==> src/rtl/ras_if.sv <==
// rtl/ras_if.sv - return address stack request/response bundle
interface ras_if #(
  parameter int RAS_DEPTH        = 8,
  parameter int LOG_RAS_DEPTH    = $clog2(RAS_DEPTH),
  parameter int RAS_TARGET_WIDTH = 12
);
  logic                        link_valid;
  logic [RAS_TARGET_WIDTH-1:0] link_target;
  logic                        ret_valid;
  logic [RAS_TARGET_WIDTH-1:0] ret_target;
  logic                        ret_empty;
  logic [LOG_RAS_DEPTH-1:0]    ras_index;
  logic [LOG_RAS_DEPTH:0]      ras_count;
  logic                        restore_valid;
  logic [LOG_RAS_DEPTH-1:0]    restore_index;
  logic [LOG_RAS_DEPTH:0]      restore_count;

  // Predictor / backend side: issues calls, returns and restores
  modport master (
    output link_valid, link_target, ret_valid,
    output restore_valid, restore_index, restore_count,
    input  ret_target, ret_empty, ras_index, ras_count
  );

  // Stack side
  modport slave (
    input  link_valid, link_target, ret_valid,
    input  restore_valid, restore_index, restore_count,
    output ret_target, ret_empty, ras_index, ras_count
  );
endinterface

==> src/rtl/ras.sv <==
// rtl/ras.sv - circular return address stack with checkpoint restore
module ras #(
  parameter int RAS_DEPTH        = 8,
  parameter int LOG_RAS_DEPTH    = $clog2(RAS_DEPTH),
  parameter int RAS_TARGET_WIDTH = 12
) (
  input logic CLK,
  input logic nRST,
  ras_if.slave bus
);
  localparam int CW = LOG_RAS_DEPTH + 1;
  localparam logic [CW-1:0] FULL = CW'(RAS_DEPTH);

  logic [RAS_TARGET_WIDTH-1:0] entries [RAS_DEPTH];
  logic [LOG_RAS_DEPTH-1:0]    tos;
  logic [CW-1:0]               count;
  logic [LOG_RAS_DEPTH-1:0]    tos_inc;
  logic [LOG_RAS_DEPTH-1:0]    tos_dec;

  // Pointer neighbours wrap naturally at the pointer width
  always_comb begin
    tos_inc = tos + 1'b1;
    tos_dec = tos - 1'b1;
  end

  assign bus.ret_target = entries[tos];
  assign bus.ret_empty  = (count == '0);
  assign bus.ras_index  = tos;
  assign bus.ras_count  = count;

  // Stack update: restore beats call+return beats push beats pop
  always_ff @(posedge CLK or negedge nRST) begin
    if (!nRST) begin
      tos   <= '0;
      count <= '0;
      for (int i = 0; i < RAS_DEPTH; i++) entries[i] <= '0;
    end else if (bus.restore_valid) begin
      tos   <= bus.restore_index;
      count <= (bus.restore_count > FULL) ? FULL : bus.restore_count;
    end else if (bus.link_valid && bus.ret_valid) begin
      // Tail call: replace the top in place
      entries[tos] <= bus.link_target;
      if (count == '0) count <= CW'(1);
    end else if (bus.link_valid) begin
      // When full the write lands on the oldest slot and count saturates
      entries[tos_inc] <= bus.link_target;
      tos              <= tos_inc;
      if (count != FULL) count <= count + 1'b1;
    end else if (bus.ret_valid && count != '0) begin
      tos   <= tos_dec;
      count <= count - 1'b1;
    end
  end
endmodule

==> src/flat_wrapper.sv <==
// flat-port wrapper written by rule: the top's interface ports become plain ports
module ras_flat 
#(
  parameter int RAS_DEPTH        = 8,
  parameter int LOG_RAS_DEPTH    = $clog2(RAS_DEPTH),
  parameter int RAS_TARGET_WIDTH = 12
)
  (CLK, nRST, bus_link_valid, bus_link_target, bus_ret_valid, bus_restore_valid, bus_restore_index, bus_restore_count, bus_ret_target, bus_ret_empty, bus_ras_index, bus_ras_count);
  ras_if #(.RAS_DEPTH(RAS_DEPTH), .LOG_RAS_DEPTH(LOG_RAS_DEPTH), .RAS_TARGET_WIDTH(RAS_TARGET_WIDTH)) bus_i ();
  input logic CLK;
  input logic nRST;
  input wire logic [$bits(bus_i.link_valid)-1:0] bus_link_valid;
  input wire logic [$bits(bus_i.link_target)-1:0] bus_link_target;
  input wire logic [$bits(bus_i.ret_valid)-1:0] bus_ret_valid;
  input wire logic [$bits(bus_i.restore_valid)-1:0] bus_restore_valid;
  input wire logic [$bits(bus_i.restore_index)-1:0] bus_restore_index;
  input wire logic [$bits(bus_i.restore_count)-1:0] bus_restore_count;
  output wire logic [$bits(bus_i.ret_target)-1:0] bus_ret_target;
  output wire logic [$bits(bus_i.ret_empty)-1:0] bus_ret_empty;
  output wire logic [$bits(bus_i.ras_index)-1:0] bus_ras_index;
  output wire logic [$bits(bus_i.ras_count)-1:0] bus_ras_count;
  assign bus_i.link_valid = bus_link_valid;
  assign bus_i.link_target = bus_link_target;
  assign bus_i.ret_valid = bus_ret_valid;
  assign bus_i.restore_valid = bus_restore_valid;
  assign bus_i.restore_index = bus_restore_index;
  assign bus_i.restore_count = bus_restore_count;
  assign bus_ret_target = bus_i.ret_target;
  assign bus_ret_empty = bus_i.ret_empty;
  assign bus_ras_index = bus_i.ras_index;
  assign bus_ras_count = bus_i.ras_count;
  ras #(.RAS_DEPTH(RAS_DEPTH), .LOG_RAS_DEPTH(LOG_RAS_DEPTH), .RAS_TARGET_WIDTH(RAS_TARGET_WIDTH)) u_core (.CLK(CLK), .nRST(nRST), .bus(bus_i));
endmodule
==> config.mk <==
export PLATFORM = sky130hd
export DESIGN_NAME = ras_flat
export DESIGN_NICKNAME = d
export VERILOG_FILES = /design/src/rtl/ras_if.sv /design/src/rtl/ras.sv /design/src/flat_wrapper.sv
export SDC_FILE = /design/constraint.sdc
export NUM_CORES = 1
export LEC_CHECK = 0
export ABC_AREA = 1
export CORE_ASPECT_RATIO = 0.8
export CORE_MARGIN = 5
export CORE_UTILIZATION = 35
export CTS_BUF_LIST = sky130_fd_sc_hd__clkbuf_16
export DETAILED_ROUTE_END_ITERATION = 10
export SLEW_MARGIN = 20
export SYNTH_ARGS = -nofsm -noshare
export SYNTH_HDL_FRONTEND = slang
export SYNTH_SLANG_ARGS = --single-unit
==> constraint.sdc <==
create_clock -name CLK -period 3.5 [get_ports CLK]
set_clock_uncertainty 0.2 [all_clocks]
set_input_delay 0.875 -clock CLK [delete_from_list [all_inputs] [get_ports CLK]]
set_output_delay 0.875 -clock CLK [all_outputs]
set_load 0.03 [all_outputs]
==> reports/metrics.csv, run 1 <==
metric,value,unit
status,"finished, final reports clean",
path_class,reg2out,
gr-usage-all-layers,0.1705,
antenna_cells,0,
holdBufCountCts,0,
synth_seq_cells,103,
mostFrequentLayoutCell,nand2_1,
syn_nets,734,
layout.cells.non_filler,949,
ctsResizeCount,0,
synth.avg_cell_area,7.924,um2
hold_path_class,reg2reg,
clkTransAtPathRegs,0.07,ns
critPathMaxFanout,56,
place.gp.congestion,0.8008,
maxSlewViolCount,0,
post_cts_buffers,0,
synth.area.top_cells,"dfrtp_1 46%, nand2_1 19%, nand3_1 6.3%",
pre_cts_ws,0.4863,ns
ctsLongestPathBuffers,2,
dpl.cell_count,933,
netlist_instances,705,
cts_made_buffers,9,
setup_viol,0,
yosysUniqueCellTypes,29,
antenna_left,0,
dr.pass1.iters,7,
peakVddDrop,0.0002522,V
drt_wl_total,15070,um
slew_headroom,0.4039,
clkSinkCount,103,
rsz0062_at_grt,false,
dieArea,0.01860,mm2
pin_count,44,
worstPathArrival,2.13,ns
antenna_found_initial,0,
grt_max_degree,68,
io_buffers,43,
period_share,0.9149,
required,2.42,ns
dp_hpwl,9727,um
fin_setup_tns,0,ns
rows,41,
p_leak,3.034,nW
grt_pass1_wl,24630,um
powerDensity,778.9,mW/mm2
dieHeight,123,um
vias,4637,
die_x,151.3,um
clk_latency,0.35,ns
cts_root_buffer,clkbuf_16,
grt-ovfl-total,0,
drv_cap,0,
core_area,0.01570,mm2
final_core_util,0.3998,
ys_seq_area_frac,0.4614,
cp-start-kind,flip-flop,
area_delta_synth_final,12.34,%
avgViaCountPerCell,4.886,
synth_top_area_cell,dfrtp_1,
cts_htree_levels,3,
drive_gt1_frac,0.1240,
initial_core_util,0.3559,
post_drt_wl_per_cell,15.88,um
layout_common_cells,"283 x nand2_1, 102 x dfrtp_1, 70 x nand3_1",
drcViolationCount,0,
critPathCaptureType,primary output,
whs,0.2709,ns
fmax,312.3,MHz
syn-cell-area,0.005587,mm2
first_global_vias,4400,
yosys.area.top_type_share,0.4614,
fin_crit,3.202,ns
synth_warnings,0,
layout_setup_ws,0.2978,ns
first_iter_violations,487,
cts_tree,built,
nNetsFinal,758,
hold_violations,0,
worst_pin_slew,0.8941,ns
==> path summary, 6_finish.rpt <==
kind | from | to | slack [ns] | depth (start not counted)
worst max-delay path | u_core.bus.ras_index[0]$_DFFE_PN0P_ | bus_ret_target[11] | 0.30 | 7
worst min-delay path | u_core.entries[29]$_DFFE_PN0P_ | u_core.entries[29]$_DFFE_PN0P_ | 0.27 | 2
worst max register to register | u_core.bus.ras_index[1]$_DFFE_PN0P_ | u_core.entries[43]$_DFFE_PN0P_ | 0.92 | 8
worst min register to register | u_core.entries[29]$_DFFE_PN0P_ | u_core.entries[29]$_DFFE_PN0P_ | 0.27 | 2
max in group asynchronous | nRST | u_core.entries[11]$_DFFE_PN0P_ | 1.92 | 2
min in group asynchronous | nRST | u_core.entries[72]$_DFFE_PN0P_ | 0.45 | 1
==> logic make-up after synthesis <==
group,share of synthesized area
fa+ha+maj,0.01254
compound gates,0.1460
simple gates,0.2873
buf+inv,0.09115
flops,0.4614
xor+xnor,0.001568
==> registers in the layout (all words and copies together) (netlist names) <==
register / count
u_core.entries: 96
u_core.bus.ras_count: 4
u_core.bus.ras_index: 3
==> through the flow <==
| stage | instance area, um2 | power [W] |
|---|---|---|
| after floorplan | 5587 | 0.003417 |
| after global placement | 6012 | 0.003960 |
| after detailed placement | 6012 | 0.003995 |
| after CTS | 6276 | 0.004918 |
| after global routing | 6276 | 0.005262 |
| final | 6276 | 0.004888 |
==> power by group <==
group	leakage, nW	switching (W)	total, W	internal [W]
logic	1.61	0.00123	0.00195	0.000712
clock network	0.130	0.000441	0.000917	0.000476
registers	1.29	0.000300	0.00202	0.00173
==> Yosys cell counts <==
library cell,n
o21ai_2,21
a21oi_2,3
clkinv_2,1
fa_1,1
ha_1,4
buf_1,1
buf_6,20
buf_2,7
or2_2,1
inv_1,32
nor2_1,4
nand2_4,1
buf_4,14
dfrtp_1,103
a21oi_4,4
xor2_1,1
nand3_2,1
a21oi_1,49
nand2_1,283
o21ai_1,27
o211ai_1,2
o21ai_0,29
nand4_1,6
inv_2,1
clkbuf_1,3
nand3b_1,1
nand2_2,14
nand3_1,70
nand3_4,1
==> critical path, stage by stage (launching register included) <==
cell and delay [ns]:
dfrtp_2 0.48, inv_1 0.10, buf_12 0.20, nand2_1 0.09
a21oi_1 0.07, o21ai_0 0.37, nand4_1 0.20, buf_4 0.22
==> area by class of cell <==
cell class	instances	area, um2
Fill cell	1660	9422
Sequential cell	103	2579
Multi-Input combinational cell	523	2500
Timing Repair Buffer	58	535.5
Tap cell	215	269.0
Clock buffer	9	225.2
Inverter	34	128.9
Clock inverter	7	38.79
==> routing by layer <==
| metal | track usage | share of wire |
|---|---|---|
| met1 | 0.2591 | 0.49 |
| met2 | 0.2534 | 0.44 |
| met3 | 0.02822 | 0.054 |
| met4 | 0.04020 | 0.011 |
| met5 | 0 | 0 |
(Power assumes the default switching activity.)
==> run 2, diff against run 1 <==
CORE_MARGIN = 1   (was 5)
CTS_CLUSTER_SIZE = 30   (was unset)
SKIP_CTS_REPAIR_TIMING = 1   (was unset)
==> run 2 against run 1 <==
Compared with the run above: final area up 0.54%; critical path depth fell by 2; non-clock buffer count rose by 3; maximum frequency is 5.1% lower; utilization up 1.2 points.
==> reports/metrics.csv, run 2 (synthesis results as in run 1) <==
metric,value,unit,change
status,"finished, final reports clean",,
nNetsFinal,761,,+0.40%
regMostFlops,u_core.entries,,
wl_met1,7582,um,+2.2%
antenna_left,0,,unchanged
period_share,0.9640,,+0.04906
vias,4704,,+1.4%
avgViaCountPerCell,4.967,,+1.7%
cts_tree,built,,
worst_pin_slew,0.6397,ns,-0.2544 ns
fin_crit,3.374,ns,+0.1717 ns
r2r_cells,9,,+1
layout.cells.non_filler,947,,-0.21%
pin_count,44,,unchanged
fmax,296.4,MHz,-5.1%
largest_reg_flops,96,,unchanged
dp_hpwl,9964,um,+2.4%
first_global_vias,4394,,-0.14%
die_x,143.3,um,-5.3%
core_area,0.01531,mm2,-2.4%
finalPower,0.004942,W,+1.1%
powerDensity,783.3,mW/mm2,+0.57%
dr.pass1.iters,5,,-2
place.gp.congestion,0.7960,,-0.60%
required,2.42,ns,about the same
cts_root_buffer,clkbuf_16,,
routed-wl-met3,1059,um,+30%
clk_latency,0.36,ns,about the same
min_path_cells,2,,unchanged
whs,0.2727,ns,+0.001838 ns
setup_viol,0,,unchanged
wl_met2,6713,um,+0.60%
dpl.cell_count,931,,-0.21%
critPathCaptureType,primary output,,
grt_pass1_wl,25270,um,+2.6%
io_buffers,43,,unchanged
path_class,reg2out,,
hold_path_class,reg2reg,,
hold_violations,0,,unchanged
grt_max_degree,42,,-38%
cp-start-kind,flip-flop,,
mostFrequentLayoutCell,nand2_1,,
initial_core_util,0.3648,,+0.008897
ctsLongestPathBuffers,2,,unchanged
area_delta_synth_final,12.95,%,
layout_common_cells,"283 x nand2_1, 102 x dfrtp_1, 70 x nand3_1",,
grt-ovfl-total,0,,unchanged
dieHeight,115,um,-6.5%
clkTransAtPathRegs,0.07,ns,about the same
clkSinkCount,103,,unchanged
drt_wl_total,15450,um,+2.5%
post_drt_wl_per_cell,16.31,um,+2.7%
antenna_found_initial,0,,unchanged
rows,40,,-2.4%
gr-usage-all-layers,0.2041,,+0.03361
cts_htree_levels,3,,unchanged
reg2reg_slack,0.70,ns,-0.22 ns
dieArea,0.01647,mm2,-11%
drcViolationCount,0,,unchanged
critPathMaxFanout,22,,-61%
antenna_cells,0,,unchanged
worstPathArrival,2.30,ns,+0.17 ns
slew_headroom,0.5720,,+0.1681
drive_gt1_frac,0.1180,,-0.005932
maxSlewViolCount,0,,unchanged
p_leak,3.032,nW,about the same
drv_cap,0,,unchanged
highest_layer,met4,,
cts_made_buffers,9,,unchanged
first_iter_violations,379,,-22%
peakVddDrop,0.0002571,V,+2.0%
[run 2: final timing paths]
check                                                      end                           startpoint
worst max-delay path                         bus_ret_target[8]  u_core.bus.ras_index[1]$_DFFE_PN0P_
worst min-delay path            u_core.entries[15]$_DFFE_PN0P_       u_core.entries[15]$_DFFE_PN0P_
worst max register to register  u_core.entries[46]$_DFFE_PN0P_  u_core.bus.ras_index[1]$_DFFE_PN0P_
worst min register to register  u_core.entries[15]$_DFFE_PN0P_       u_core.entries[15]$_DFFE_PN0P_
max in group asynchronous       u_core.entries[23]$_DFFE_PN0P_                                 nRST
min in group asynchronous       u_core.entries[73]$_DFFE_PN0P_                                 nRST
[run 2: layout make-up]
type	instances	area, um2
multi-input combinational	523	2500
clock buffer	9	225.2
timing repair buffer	61	573.1
clock inverter	7	41.29
sequential	103	2579
tap	210	262.8
fill	1580	9005
inverter	34	128.9
[run 2: per-stage QoR]
stage / worst slack, ns / instance area [um2] / util / TNS, ns
final: 0.1261 / 6310 / 0.4120 / 0
after global routing: -0.003235 / 6310 / 0.4120 / -0.003235
after CTS: 0.06003 / 6302 / 0.4115 / 0
after detailed placement: 0.4867 / 6036 / 0.3941 / 0
after global placement: 0.5123 / 6036 / 0.3941 / 0
after floorplan: 0.9084 / 5587 / - / 0
[run 2: power by group]
| part | internal, W | switching (W) |
|---|---|---|
| registers | 0.00173 | 0.000313 |
| logic | 0.000735 | 0.00123 |
| clock network | 0.000476 | 0.000462 |
| total | 0.00294 | 0.00201 |
[run 2: critical path, stage by stage, from the launching register on]
cell and delay (ns):
dfrtp_1 0.40, clkinv_2 0.36, a21oi_1 0.29, o21ai_0 0.12, nand2_1 0.10, clkdlybuf4s50_1 0.67
[run 2: metal layers]
| layer | up-vias | GRT usage |
|---|---|---|
| li1 | 2345 | - |
| met2 | 114 | 0.2979 |
| met1 | 2240 | 0.3002 |
| met4 | 0 | 0.04610 |
| met3 | 5 | 0.05414 |
| met5 | - | 0 |
